[src/rtl/serial_data_compare8.sv]
// serial_data_compare8
//   Bit-serial magnitude comparator. Two WIDTH-bit operands arrive one bit
//   pair per valid cycle, MSB first, inside a frame opened by iStart. After
//   WIDTH valid pairs the result {a>b, a==b, a<b} is registered on oData and
//   oDone pulses for one cycle. Gaps (iValid low) between pairs are allowed.
//
//   state | meaning
//   ------+--------------------------------------------------------------
//   IDLE  | no frame open; iValid ignored, waits for iStart
//   SHIFT | frame open; consuming bit pairs until WIDTH have been seen
//
// Ports
//   iClk    : clock, rising edge
//   iRst_n  : asynchronous active-low reset
//   iStart  : opens (or restarts) a frame
//   iValid  : iBit_a/iBit_b hold a valid bit pair
//   iBit_a  : operand A bit, MSB first
//   iBit_b  : operand B bit, MSB first
//   oData   : registered result {a>b, a==b, a<b}, 3'b000 until first frame
//   oDone   : one-cycle pulse when oData is updated
//   oBusy   : frame in progress
module serial_data_compare8 #(
  parameter int WIDTH = 8
) (
  input  logic       iClk,
  input  logic       iRst_n,
  input  logic       iStart,
  input  logic       iValid,
  input  logic       iBit_a,
  input  logic       iBit_b,
  output logic [2:0] oData,
  output logic       oDone,
  output logic       oBusy
);

  localparam int CW = $clog2(WIDTH + 1);
  localparam logic [CW-1:0] LAST = CW'(WIDTH - 1);

  typedef enum logic {IDLE, SHIFT} state_t;

  state_t        state, state_nxt;
  logic [CW-1:0] cnt, cnt_nxt;
  logic          gt, gt_nxt;
  logic          lt, lt_nxt;
  logic [2:0]    data_nxt;
  logic          done_nxt;
  logic          gt_upd, lt_upd;

  // The first differing bit pair decides; later bits cannot override it.
  assign gt_upd = gt | (~gt & ~lt &  iBit_a & ~iBit_b);
  assign lt_upd = lt | (~gt & ~lt & ~iBit_a &  iBit_b);

  always_ff @(posedge iClk or negedge iRst_n) begin
    if (!iRst_n) begin
      state <= IDLE;
      cnt   <= '0;
      gt    <= 1'b0;
      lt    <= 1'b0;
      oData <= 3'b000;
      oDone <= 1'b0;
    end else begin
      state <= state_nxt;
      cnt   <= cnt_nxt;
      gt    <= gt_nxt;
      lt    <= lt_nxt;
      oData <= data_nxt;
      oDone <= done_nxt;
    end
  end

  always_comb begin
    state_nxt = state;
    cnt_nxt   = cnt;
    gt_nxt    = gt;
    lt_nxt    = lt;
    data_nxt  = oData;
    done_nxt  = 1'b0;
    case (state)
      IDLE: begin
        if (iStart) begin
          state_nxt = SHIFT;
          cnt_nxt   = '0;
          gt_nxt    = 1'b0;
          lt_nxt    = 1'b0;
        end
      end
      SHIFT: begin
        if (iStart) begin
          // Restart: the pair presented alongside the strobe is dropped.
          cnt_nxt = '0;
          gt_nxt  = 1'b0;
          lt_nxt  = 1'b0;
        end else if (iValid) begin
          gt_nxt = gt_upd;
          lt_nxt = lt_upd;
          if (cnt == LAST) begin
            data_nxt  = {gt_upd, ~(gt_upd | lt_upd), lt_upd};
            done_nxt  = 1'b1;
            state_nxt = IDLE;
            cnt_nxt   = '0;
          end else begin
            cnt_nxt = cnt + 1'b1;
          end
        end
      end
      default: state_nxt = IDLE;
    endcase
  end

  assign oBusy = (state == SHIFT);

endmodule

[config.mk]
export PLATFORM = sky130hd
export DESIGN_NAME = serial_data_compare8
export DESIGN_NICKNAME = d
export VERILOG_FILES = /design/src/rtl/serial_data_compare8.sv
export SDC_FILE = /design/constraint.sdc
export NUM_CORES = 1
export LEC_CHECK = 0
export ABC_AREA = 1
export CAP_MARGIN = 5
export CORE_AREA = 4 4 41 43
export CTS_BUF_LIST = sky130_fd_sc_hd__clkbuf_16
export DETAILED_ROUTE_END_ITERATION = 8
export DIE_AREA = 0 0 45 47
export GPL_TIMING_DRIVEN = 0
export PLACE_DENSITY = 0.7
export SKIP_CTS_REPAIR_TIMING = 1
export SYNTH_ARGS = -nofsm -noshare
export SYNTH_HDL_FRONTEND = slang
export SYNTH_SLANG_ARGS = --single-unit
[constraint.sdc]
create_clock -name iClk -period 1.65 [get_ports iClk]
set_input_delay 0.4125 -clock iClk [delete_from_list [all_inputs] [get_ports iClk]]
set_output_delay 0.4125 -clock iClk [all_outputs]
set_load 0.005 [all_outputs]
==> impl_metrics.py <==
metrics = {
    "detailed_routing": {
        "drc": 0,
        "wirelength_um": 1010,
        "vias": 434,
        "dr.pass1.iters": 4,
        "vias_per_cell": 4.77,
        "wl_per_cell_um": 11.1,
        "drtIter0Drc": 5,
        "ant_nets": 0,
    },
    "grt": {
        "grt_max_degree": 12,
        "overflow": 0,
        "antenna_found_initial": 0,
        "met1_usage": 0.126,
        "grt_use_met2": 0.206,
        "grt_pass1_vias": 434,
        "grt.total_usage": 0.120,
        "grt_pass1_wl_um": 1730,
        "met3_usage": 0.0345,
        "gr-max-usage-layer": "met2",
    },
    "critical_path": {
        "cp_data_required_time_ns": 1.24,
        "cp.depth": 1,
        "cp-end-kind": "output pin",
        "startpoint_type": "register",
        "worst_path_max_delay_cell": "clkdlybuf4s50_1",
        "path_buf_inv": 1,
        "arrival_ns": 1.19,
        "cp_max_fo": 4,
        "path_class": "register to output pin",
        "slowest_delay_ns": 0.53,
        "worstPathCellList": "clkdlybuf4s50_1",
        "ff2ff_path_depth": 6,
        "cp_top_family": "buffers and inverters",
    },
    "floorplan": {
        "die_w_um": 45,
        "chipHeight_um": 47,
        "core.rowCount": 13,
        "io_pins": 11,
        "die_area_um2": 2120,
        "design.core.area_um2": 1300,
        "start_util": 0.402,
    },
    "synthesis": {
        "synthCells": 62,
        "postSynthNetCount": 69,
        "synth_cell_types": 14,
        "synth.avg_cell_area_um2": 8.44,
        "yosys_register_bits": 11,
        "yosysSeqAreaShare": 0.526,
        "syn_area_um2": 523,
        "yosysWarnings": 0,
    },
    "clock_network": {
        "clockBufferDepth": 2,
        "cts_buffers": 3,
        "clock_latency_ns": 0.24,
        "cts-root-buf": "clkbuf_16",
        "clock_sinks": 11,
        "cts_tree": "done",
        "htreeDepth": 1,
        "clk_pin_slew_ns": 0.04,
    },
    "timing": {
        "setup_viol": 0,
        "post-route-min-period_ns": 1.61,
        "post-route-period-util": 0.974,
        "clock_skew_ns": 0.00350,
        "fmax_mhz": 622,
        "relSlewSlack": 0.668,
        "hold_viol": 0,
        "finalSetupTns_ns": 0,
        "worst_pin_slew_ns": 0.496,
        "report.final.slew_viol_count": 0,
        "rsz0062_at_grt": "false",
        "fin_hold_ws_ns": 0.485,
    },
    "cells_and_area": {
        "mostFrequentLayoutCell": "nand2_1",
        "postLayoutCoreUtil": 0.554,
        "layout_common_cells": "nand2_1 (19), dfrtp_1 (11), inv_1 (10), clkdlybuf4s50_1 (10), nand3_1 (5)",
        "drive_above_1_share": 0.118,
        "final.fill_count": 119,
        "synthToLayoutAreaGrowth_pct": 37.8,
        "num_antenna_cells": 0,
        "nNetsFinal": 84,
    },
    "power_and_ir_drop": {
        "power_leakage_uw": 0.000369,
        "p_per_area_nw_per_um2": 1200,
        "ir_worst_vdd_mv": 0.716,
    },
    "place": {
        "dp_hpwl_um": 734,
        "numPortBuffers": 10,
        "gp_routability_congestion": 0.766,
    },
    "worst_hold_path": {
        "min_path_cells": 2,
        "worstHoldPathType": "register to register",
    },
    "job": {
        "max-cap-violations": 0,
    },
    "status": {
        "status": "finished clean",
    },
}
## cell usage after synthesis (all sizes together)
master	n	share of area
inv	9	0.065
nor2	6	0.053
a21oi	3	0.029
ha	1	0.024
nand4	1	0.012
dfrtp	11	0.53
nand2	21	0.16
a21o	1	0.017
o21ai	2	0.019
nand3	6	0.081
o21a	1	0.014
## worst paths after layout
check	startpoint	end	slack (ns)
hold / removal	oData[1]	oData[1]	0.48
setup reg to reg	cnt[0]	oData[2]	0.48
setup / recovery	oBusy	oBusy	0.04
hold reg to reg	oData[1]	oData[1]	0.48
max in group asynchronous	iRst_n	cnt[1]	0.80
min in group asynchronous	iRst_n	gt	0.51
## area by class of cell
| cell class | count | area (um2) | share of cell area |
|---|---|---|---|
| clock inverters | 1 | 3.75 | 0.00521 |
| clock buffers | 3 | 75.1 | 0.104 |
| multi-input cells | 42 | 214 | 0.297 |
| flip-flops and latches | 11 | 275 | 0.382 |
| inverters | 9 | 33.8 | 0.0469 |
| well taps | 15 | 18.8 | 0.0260 |
| repair buffers | 10 | 100 | 0.139 |
## logic make-up after synthesis
logic type,after synthesis,share of synthesized area
buf+inv,9,0.0646
fa+ha+maj,1,0.0239
flops,11,0.526
compound gates,7,0.0789
simple gates,34,0.306
## through the flow
| step | worst slack, ns | total power, uW | area [um2] | instances |
|---|---|---|---|---|
| floorplan | 0.572 | 398 | 523 | 62 |
| global placement | 0.160 | 439 | 642 | 87 |
| detailed placement | 0.135 | 443 | 642 | 87 |
| CTS | 0.0304 | 880 | 721 | 91 |
| global route | 0.000166 | 922 | 721 | 91 |
| finish | 0.0431 | 868 | 721 | 91 |
## where the power goes
group,switching [uW],total [uW],leakage (uW),internal (uW)
Sequential,33.6,335,0.000145,301
Clock,112,429,0.0000423,317
Combinational,48.5,104,0.000182,55.4
## flip-flops by register name (all words and copies together) (netlist names)
name and flops:
gt 1, oBusy 1, cnt 4, lt 1, oDone 1, oData 3
## per-layer routing
layer	vias to the layer above	wire length (um)	part of all wire
li1	224	-	-
met1	201	414	0.41
met2	7	528	0.52
met3	2	51	0.051
met4	0	12	0.012
met5	-	0	0
No activity file was read; power rests on OpenSTA's default activity.
